`config.mk`:
```
export PLATFORM = sky130hd
export DESIGN_NAME = mdu_seq_flat
export DESIGN_NICKNAME = d
export VERILOG_FILES = /design/src/rtl/mdu_seq_if.sv /design/src/rtl/mdu_seq.sv /design/src/flat_wrapper.sv
export SDC_FILE = /design/constraint.sdc
export NUM_CORES = 1
export LEC_CHECK = 0
export CORE_ASPECT_RATIO = 0.5
export CORE_MARGIN = 8
export CORE_UTILIZATION = 50
export CTS_BUF_LIST = sky130_fd_sc_hd__clkbuf_8
export DETAILED_ROUTE_END_ITERATION = 16
export DONT_BUFFER_PORTS = 1
export PLACE_DENSITY = 0.62
export SLEW_MARGIN = 20
export SYNTH_ARGS = -nofsm -noshare
export SYNTH_HDL_FRONTEND = slang
export SYNTH_SLANG_ARGS = --single-unit
```
`constraint.sdc`:
```
create_clock -name clk -period 17.4 [get_ports clk]
set_clock_uncertainty 0.15 [all_clocks]
set_input_delay 3.48 -clock clk [delete_from_list [all_inputs] [get_ports clk]]
set_output_delay 3.48 -clock clk [all_outputs]
set_load 0.1 [all_outputs]
```
`src/rtl/mdu_seq_if.sv`:
```
// Execute-stage <-> RV32M multiply/divide unit signal bundle.
// The slave modport is the MDU view; the master modport is the pipeline view.
interface mdu_seq_if #(
  parameter int XLEN = 32
);
  logic            DD_mdu_valid_i;
  logic [7:0]      DD_mdu_op_i;
  logic [XLEN-1:0] DD_rs1_data_i;
  logic [XLEN-1:0] DD_rs2_data_i;
  logic            flush_i;
  logic            E_mdu_stall_o;
  logic            E_mdu_valid_o;
  logic [XLEN-1:0] E_mdu_result_o;

  modport slave (
    input  DD_mdu_valid_i, DD_mdu_op_i, DD_rs1_data_i, DD_rs2_data_i, flush_i,
    output E_mdu_stall_o, E_mdu_valid_o, E_mdu_result_o
  );

  modport master (
    output DD_mdu_valid_i, DD_mdu_op_i, DD_rs1_data_i, DD_rs2_data_i, flush_i,
    input  E_mdu_stall_o, E_mdu_valid_o, E_mdu_result_o
  );
endinterface

```
`src/rtl/mdu_seq.sv`:
```
// Sequential RV32M multiply/divide unit: radix-2 shift-add multiply, restoring divide.
// Optional MDU_FAST_MUL_EN: all multiplies done in one cycle by a combinational multiplier.
module mdu_seq #(
  parameter int XLEN  = 32,
  parameter int CNT_W = 5
) (
  input  logic      clk,
  input  logic      rst_n,
  mdu_seq_if.slave  bus
);

  typedef enum logic [1:0] {S_IDLE, S_CALC, S_DONE} state_t;

  localparam logic [XLEN-1:0]  MIN_NEG  = {1'b1, {(XLEN-1){1'b0}}};
  localparam logic [CNT_W-1:0] CNT_LAST = CNT_W'(XLEN - 1);

  state_t            r_state, w_state_next;
  logic [CNT_W-1:0]  r_cnt;
  logic [7:0]        r_op;
  logic              r_neg_q, r_neg_r;
  logic [XLEN-1:0]   r_b, r_hi, r_lo, r_result;

  logic              w_accept, w_is_mul, w_is_div, w_s1_signed, w_s2_signed;
  logic              w_neg1, w_neg2, w_div0, w_ovf, w_fast, w_valid, w_stall;
  logic [XLEN-1:0]   w_abs1, w_abs2, w_special_res, w_fast_res;

  logic [XLEN-1:0]   w_rs1, w_rs2;
  logic [7:0]        w_op;

  assign w_rs1 = bus.DD_rs1_data_i;
  assign w_rs2 = bus.DD_rs2_data_i;
  assign w_op  = bus.DD_mdu_op_i;

  // Decode of the incoming op; only meaningful in the acceptance cycle.
  assign w_accept    = (r_state == S_IDLE) & bus.DD_mdu_valid_i & ~bus.flush_i;
  assign w_is_mul    = |w_op[3:0];
  assign w_is_div    = |w_op[7:4];
  assign w_s1_signed = w_op[0] | w_op[1] | w_op[2] | w_op[4] | w_op[6];
  assign w_s2_signed = w_op[0] | w_op[1] | w_op[4] | w_op[6];
  assign w_neg1      = w_s1_signed & w_rs1[XLEN-1];
  assign w_neg2      = w_s2_signed & w_rs2[XLEN-1];
  assign w_abs1      = w_neg1 ? (~w_rs1 + 1'b1) : w_rs1;
  assign w_abs2      = w_neg2 ? (~w_rs2 + 1'b1) : w_rs2;
  assign w_div0      = w_is_div & (w_rs2 == '0);
  assign w_ovf       = (w_op[4] | w_op[6]) & (w_rs1 == MIN_NEG) & (w_rs2 == '1);

  always_comb begin
    w_special_res = '0;
    if (w_div0)
      w_special_res = (w_op[4] | w_op[5]) ? '1 : w_rs1;
    else if (w_ovf)
      w_special_res = w_op[4] ? MIN_NEG : '0;
  end

`ifdef MDU_FAST_MUL_EN
  logic [2*XLEN-1:0] w_fast_a, w_fast_b, w_fast_prod;
  // Sign-extending to full width makes the low 2*XLEN product bits correct for every sign mix.
  assign w_fast_a    = {{XLEN{w_neg1}}, w_rs1};
  assign w_fast_b    = {{XLEN{w_neg2}}, w_rs2};
  assign w_fast_prod = w_fast_a * w_fast_b;
  assign w_fast      = w_is_mul;
  assign w_fast_res  = w_op[0] ? w_fast_prod[XLEN-1:0] : w_fast_prod[2*XLEN-1:XLEN];
`else
  assign w_fast      = 1'b0;
  assign w_fast_res  = '0;
`endif

  // One iteration step; r_hi/r_lo hold product halves or remainder/quotient.
  logic [XLEN:0]     w_mul_sum, w_div_sh;
  logic [XLEN-1:0]   w_div_diff, w_hi_n, w_lo_n, w_quo, w_rem, w_calc_res;
  logic              w_div_ge, w_r_is_div;
  logic [2*XLEN-1:0] w_prod, w_prod_fix;

  assign w_r_is_div = |r_op[7:4];
  assign w_mul_sum  = {1'b0, r_hi} + (r_lo[0] ? {1'b0, r_b} : '0);
  assign w_div_sh   = {r_hi, r_lo[XLEN-1]};
  assign w_div_ge   = (w_div_sh >= {1'b0, r_b});
  assign w_div_diff = w_div_sh[XLEN-1:0] - r_b;
  assign w_hi_n     = w_r_is_div ? (w_div_ge ? w_div_diff : w_div_sh[XLEN-1:0])
                                 : w_mul_sum[XLEN:1];
  assign w_lo_n     = w_r_is_div ? {r_lo[XLEN-2:0], w_div_ge}
                                 : {w_mul_sum[0], r_lo[XLEN-1:1]};
  assign w_prod     = {w_hi_n, w_lo_n};
  assign w_prod_fix = r_neg_q ? (~w_prod + 1'b1) : w_prod;
  assign w_quo      = r_neg_q ? (~w_lo_n + 1'b1) : w_lo_n;
  assign w_rem      = r_neg_r ? (~w_hi_n + 1'b1) : w_hi_n;

  always_comb begin
    w_calc_res = w_rem;
    if (r_op[0])
      w_calc_res = w_prod_fix[XLEN-1:0];
    else if (|r_op[3:1])
      w_calc_res = w_prod_fix[2*XLEN-1:XLEN];
    else if (|r_op[5:4])
      w_calc_res = w_quo;
  end

  always_ff @(posedge clk or negedge rst_n) begin
    if (!rst_n)
      r_state <= S_IDLE;
    else
      r_state <= w_state_next;
  end

  always_comb begin
    w_state_next = r_state;
    w_valid      = 1'b0;
    w_stall      = 1'b0;
    case (r_state)
      S_IDLE: if (w_accept)
                w_state_next = (w_div0 | w_ovf | w_fast) ? S_DONE : S_CALC;
      S_CALC: if (r_cnt == CNT_LAST)
                w_state_next = S_DONE;
      S_DONE: w_state_next = S_IDLE;
      default: w_state_next = S_IDLE;
    endcase
    if (bus.flush_i)
      w_state_next = S_IDLE;
    w_valid = (r_state == S_DONE) & ~bus.flush_i;
    // Stall drops during reset and in the result cycle so the pipeline can advance.
    w_stall = rst_n & bus.DD_mdu_valid_i & (r_state != S_DONE) & ~bus.flush_i;
  end

  always_ff @(posedge clk or negedge rst_n) begin
    if (!rst_n) begin
      r_cnt    <= '0;
      r_op     <= '0;
      r_neg_q  <= 1'b0;
      r_neg_r  <= 1'b0;
      r_b      <= '0;
      r_hi     <= '0;
      r_lo     <= '0;
      r_result <= '0;
    end else if (w_accept) begin
      r_op     <= w_op;
      r_neg_q  <= w_neg1 ^ w_neg2;
      r_neg_r  <= w_neg1;
      r_cnt    <= '0;
      r_hi     <= '0;
      r_b      <= w_is_mul ? w_abs1 : w_abs2;
      r_lo     <= w_is_mul ? w_abs2 : w_abs1;
      r_result <= (w_div0 | w_ovf) ? w_special_res : (w_fast ? w_fast_res : '0);
    end else if (r_state == S_CALC) begin
      r_hi  <= w_hi_n;
      r_lo  <= w_lo_n;
      r_cnt <= r_cnt + 1'b1;
      if (r_cnt == CNT_LAST)
        r_result <= w_calc_res;
    end
  end

  assign bus.E_mdu_stall_o  = w_stall;
  assign bus.E_mdu_valid_o  = w_valid;
  assign bus.E_mdu_result_o = w_valid ? r_result : '0;

endmodule

```
`src/flat_wrapper.sv`:
```
// flat-port wrapper written by rule: the top's interface ports become plain ports
module mdu_seq_flat 
#(
  parameter int XLEN  = 32,
  parameter int CNT_W = 5
)
  (clk, rst_n, bus_DD_mdu_valid_i, bus_DD_mdu_op_i, bus_DD_rs1_data_i, bus_DD_rs2_data_i, bus_flush_i, bus_E_mdu_stall_o, bus_E_mdu_valid_o, bus_E_mdu_result_o);
  mdu_seq_if #(.XLEN(XLEN)) bus_i ();
  input  logic clk;
  input  logic rst_n;
  input wire logic [$bits(bus_i.DD_mdu_valid_i)-1:0] bus_DD_mdu_valid_i;
  input wire logic [$bits(bus_i.DD_mdu_op_i)-1:0] bus_DD_mdu_op_i;
  input wire logic [$bits(bus_i.DD_rs1_data_i)-1:0] bus_DD_rs1_data_i;
  input wire logic [$bits(bus_i.DD_rs2_data_i)-1:0] bus_DD_rs2_data_i;
  input wire logic [$bits(bus_i.flush_i)-1:0] bus_flush_i;
  output wire logic [$bits(bus_i.E_mdu_stall_o)-1:0] bus_E_mdu_stall_o;
  output wire logic [$bits(bus_i.E_mdu_valid_o)-1:0] bus_E_mdu_valid_o;
  output wire logic [$bits(bus_i.E_mdu_result_o)-1:0] bus_E_mdu_result_o;
  assign bus_i.DD_mdu_valid_i = bus_DD_mdu_valid_i;
  assign bus_i.DD_mdu_op_i = bus_DD_mdu_op_i;
  assign bus_i.DD_rs1_data_i = bus_DD_rs1_data_i;
  assign bus_i.DD_rs2_data_i = bus_DD_rs2_data_i;
  assign bus_i.flush_i = bus_flush_i;
  assign bus_E_mdu_stall_o = bus_i.E_mdu_stall_o;
  assign bus_E_mdu_valid_o = bus_i.E_mdu_valid_o;
  assign bus_E_mdu_result_o = bus_i.E_mdu_result_o;
  mdu_seq #(.XLEN(XLEN), .CNT_W(CNT_W)) u_core (.clk(clk), .rst_n(rst_n), .bus(bus_i));
endmodule
```
==> impl_summary.md <==
Status
The run finished with clean final reports.

Global route
The via count of the first global-routing pass came to roughly 16k. The first global-routing pass estimated 97.5 mm of wire. For this run, the total global-route usage over all layers was measured as about 33%. The total congestion overflow after global routing is 0. The number of antenna violations at the first check in global routing is 2.

Entering global routing, the biggest net connects 147 pins.

Setup path
The depth of the most critical reg-to-reg path is 19. The required time reported for the critical path endpoint is between 10 and 15 ns. The cell at the slowest stage of the critical path is and2_1. STA puts the critical path data arrival time at 5.01 ns. The critical path crosses 3 cells after its start point. The gate family responsible for the most delay along the worst path is simple AND/OR/NAND/NOR gates. The number of buffer and inverter instances along the worst setup path is 1. The worst setup path is of the primary input to primary output kind.

Walking the worst path, the cells encountered are nor2_4 > buf_12 > and2_1. STA classifies the critical path endpoint as a primary output. The worst setup path is launched from a primary input. In this run the worst path has a maximum fanout of 24. On the worst path, the slowest cell contributes a delay of 0.84 ns.

Pwr
Combinational logic burns 71.8% of the power. In this run switching power makes up 56.9% of total power. In this run the power spent charging and discharging nets is about 1.8 mW. The register share of total power is between 10% and 20%.

The largest voltage drop on the vdd net is 0.0865 mV. The design draws 3.11 mW. The reported leakage power is just under 7 nW. The cell-internal power is 1.34 mW.

The share of power burned in the clock network is 9.3%. The ratio of total power to cell area is 185 nW/um^2.

Yosys
The number of warnings printed during yosys synthesis is 0. The most used flip-flop cell after synthesis is dfrtp_1. The post-synthesis instance total is 2219.

A synthesized cell averages 7.28 um^2. The share of flip-flops with an asynchronous set or reset after synthesis is 100%. The number of different library cells used by synthesis comes to 97. The number of synthesized flops with an enable pin is 0. The count of state elements after synthesis is roughly 150. The synthesized netlist occupies a cell area of between 15000 and 20000 um^2. After synthesis, flip-flops and latches occupy around 22% of the total area. When the netlist entered floorplanning its net count stood at 2368.

Routing
Dividing the detail-routed wire length by the instance count gives 25.3 um. The number of nets with antenna violations after detailed routing is 0. The first detailed-routing pass ran for 7 iterations. The number of vias per cell is 6.63. The final layout contains routed wiring with a total length of between 60 and 70 mm.

The residual DRC count is 0. The final route contains 17.1k vias. The number of DRC markers in iteration 0 is 2201.

Finish
From synthesis to final layout, the design area changed by 3.98%. Counting the fill cells in the layout gives 3180. The final net count is 2280. Leaving out fill and tap cells, the most frequent cell in the layout is nand2_1. The layout cell share with drive strength beyond 1 is 4.94%. Once layout is done, the placed cells without fillers occupy 16800 um^2. The top cell types in the final layout, fill and taps aside, are 342 x nand2_1, 222 x o21ai_0, 167 x nor2_1. The final antenna diode count is 0. The filler-free cell count of the finished design is 2576.

The core utilization of the finished layout is between 50% and 60%.

Placed design
During placement, the flow inserted port buffers numbering 0. Summing all placed instances gives a cell area of 16400 um^2. In this run, placement finished with an instance count of 2543. The worst setup slack after placement is 8.46 ns. The congestion estimate from routability-driven global placement came to 0.976.

The half-perimeter wire length of the detailed placement result is 49.5 mm.

Run
The number of max-cap violations is 0.

Floorplanning
The floorplan die width is 270 um. The starting density of the core is around 51%. The area of the die is 38700 um^2. In this run the core area contains 46 standard-cell rows. The core region is 31800 um^2.

110 I/O pins were placed. The vertical die dimension is 143 um.

Timing
Dividing the final minimum period by the clock period gives 49.6%. Setup repair after global routing left no endpoint under its margin. The number of hold violations in the final report is 0.

Hold timing on the final database bottoms out at a slack of 0.346 ns. The transition at the pin with the smallest max-transition slack is about 1.2 ns. The peak clock frequency supported by timing is 116 MHz. The final setup TNS is 0 ns. The relative max-transition margin is 20.8%.

The setup slack after layout is 8.76 ns. The final count of pins violating max slew is 0. The total setup violations reported at the end of the flow is 0. The clock period could shrink to ~8.6 ns.

Min path
The class of the worst hold path is flop to flop. The hold path depth is 2.

Clocking
The sink count of the clock tree is about 150. In this run the deepest clock path goes through 2 buffers. The number of buffers inserted to repair setup after CTS is 0. TritonCTS built the clock tree. The number of gates resized after CTS was 0.

The maximum level of the CTS H-tree is 4. After clock tree synthesis, the clock-pin slew on the worst setup and hold paths is 0.09 ns. The total CTS buffers is 17. For the worst-skew pair, the clock arrives at the later sink with an insertion delay of between 0.5 and 0.6 ns. Hold repair after CTS inserted 0 buffers. The root buffer selected by CTS is clkbuf_8.
-- cell usage after synthesis, types with 6 or more instances --
cell,instances,share of area [%]
o31ai_1,19,0.88
o21a_1,17,0.79
nand2_1,342,7.9
a221oi_1,9,0.49
inv_1,68,1.6
a22o_1,10,0.54
a211oi_1,19,0.88
o41ai_1,11,0.60
clkbuf_1,94,2.2
xor2_1,79,4.3
or4_1,10,0.46
mux2i_1,49,3.0
nor4_1,17,0.66
xnor2_1,78,4.2
buf_2,13,0.40
nand4_1,28,1.1
o221ai_1,37,2.0
o211ai_1,54,2.5
o22ai_1,11,0.43
and3_1,18,0.70
ha_1,71,5.5
buf_1,16,0.37
nand3_1,58,1.8
o31a_1,6,0.33
nand2b_1,16,0.62
o21ai_0,222,6.9
or3_1,22,0.85
a21o_1,17,0.79
mux2_2,8,0.56
nor2b_1,16,0.62
a21oi_1,162,5.0
o21ai_1,9,0.28
o2111ai_1,9,0.49
nor3_1,64,2.0
dfrtp_1,145,22
nor3b_1,7,0.33
a211o_1,6,0.33
o21bai_1,6,0.28
nor2_1,168,3.9
a31oi_1,24,0.93
and2_1,76,2.9
-- routing by layer --
layer	GRT usage [%]	part of all wire (%)
met5	0	0
met4	7.94	2.1
met3	14.7	15
met2	44.1	38
met1	46.6	45
-- power by group through the flow --
stage | logic [mW] | registers, mW | clock network [mW]
global placement | 2.13 | 0.587 | 0
detailed placement | 2.14 | 0.585 | 0
finish | 2.24 | 0.588 | 0.289
floorplan | 1.57 | 0.526 | 0
CTS | 2.15 | 0.580 | 0.290
global route | 2.40 | 0.599 | 0.305
-- cell type report --
type	count	area, um^2	area share (%)
Sequential cell	145	3630	21.6
Multi-Input combinational cell	1880	11800	70.4
Inverter	69	259	1.54
Clock inverter	13	136	0.812
Clock buffer	19	262	1.56
Timing Repair Buffer	18	148	0.879
Tap cell	432	541	3.22
-- worst min-delay path: cells and delay by family, from the launching register on --
kind | cells | cell delay [ns]
flops | 1 | 0.35
simple gates | 2 | 0.12
-- flip-flops by register name (all words and copies together), names as in the netlist --
register	count
u_core.r_cnt	5
u_core.r_state	2
u_core.r_lo	32
u_core.r_b	32
u_core.r_neg_q	1
u_core.r_hi	32
u_core.r_result	32
u_core.r_op	8
u_core.r_neg_r	1
-- path summary, 6_finish.rpt --
check	start	to	slack, ns
worst max-delay path	bus_flush_i	bus_E_mdu_result_o[13]	8.76
worst min-delay path	u_core.r_result[2]$_DFFE_PN0P_	u_core.r_result[2]$_DFFE_PN0P_	0.35
worst max register to register	u_core.r_b[23]$_DFFE_PN0P_	u_core.r_result[2]$_DFFE_PN0P_	10.39
worst min register to register	u_core.r_result[2]$_DFFE_PN0P_	u_core.r_result[2]$_DFFE_PN0P_	0.35
max in group asynchronous	rst_n	u_core.r_b[25]$_DFFE_PN0P_	14.35
min in group asynchronous	rst_n	u_core.r_lo[3]$_DFFE_PN0P_	2.52
-- logic make-up (layout without fill, tap and decap cells) --
| kind of cell | Yosys count | in the layout | synth area share, % |
|---|---|---|---|
| AOI/OAI and AO/OA | 718 | 718 | 29.2 |
| xor gates and xnor gates | 157 | 157 | 8.51 |
| adders and majority gates | 73 | 73 | 5.75 |
| buffers and inverters | 194 | 119 | 4.66 |
| DFF | 145 | 145 | 22.5 |
| muxes | 57 | 57 | 3.59 |
| and+or+nand+nor | 875 | 875 | 25.8 |
Power figures use the tool's default switching activity.
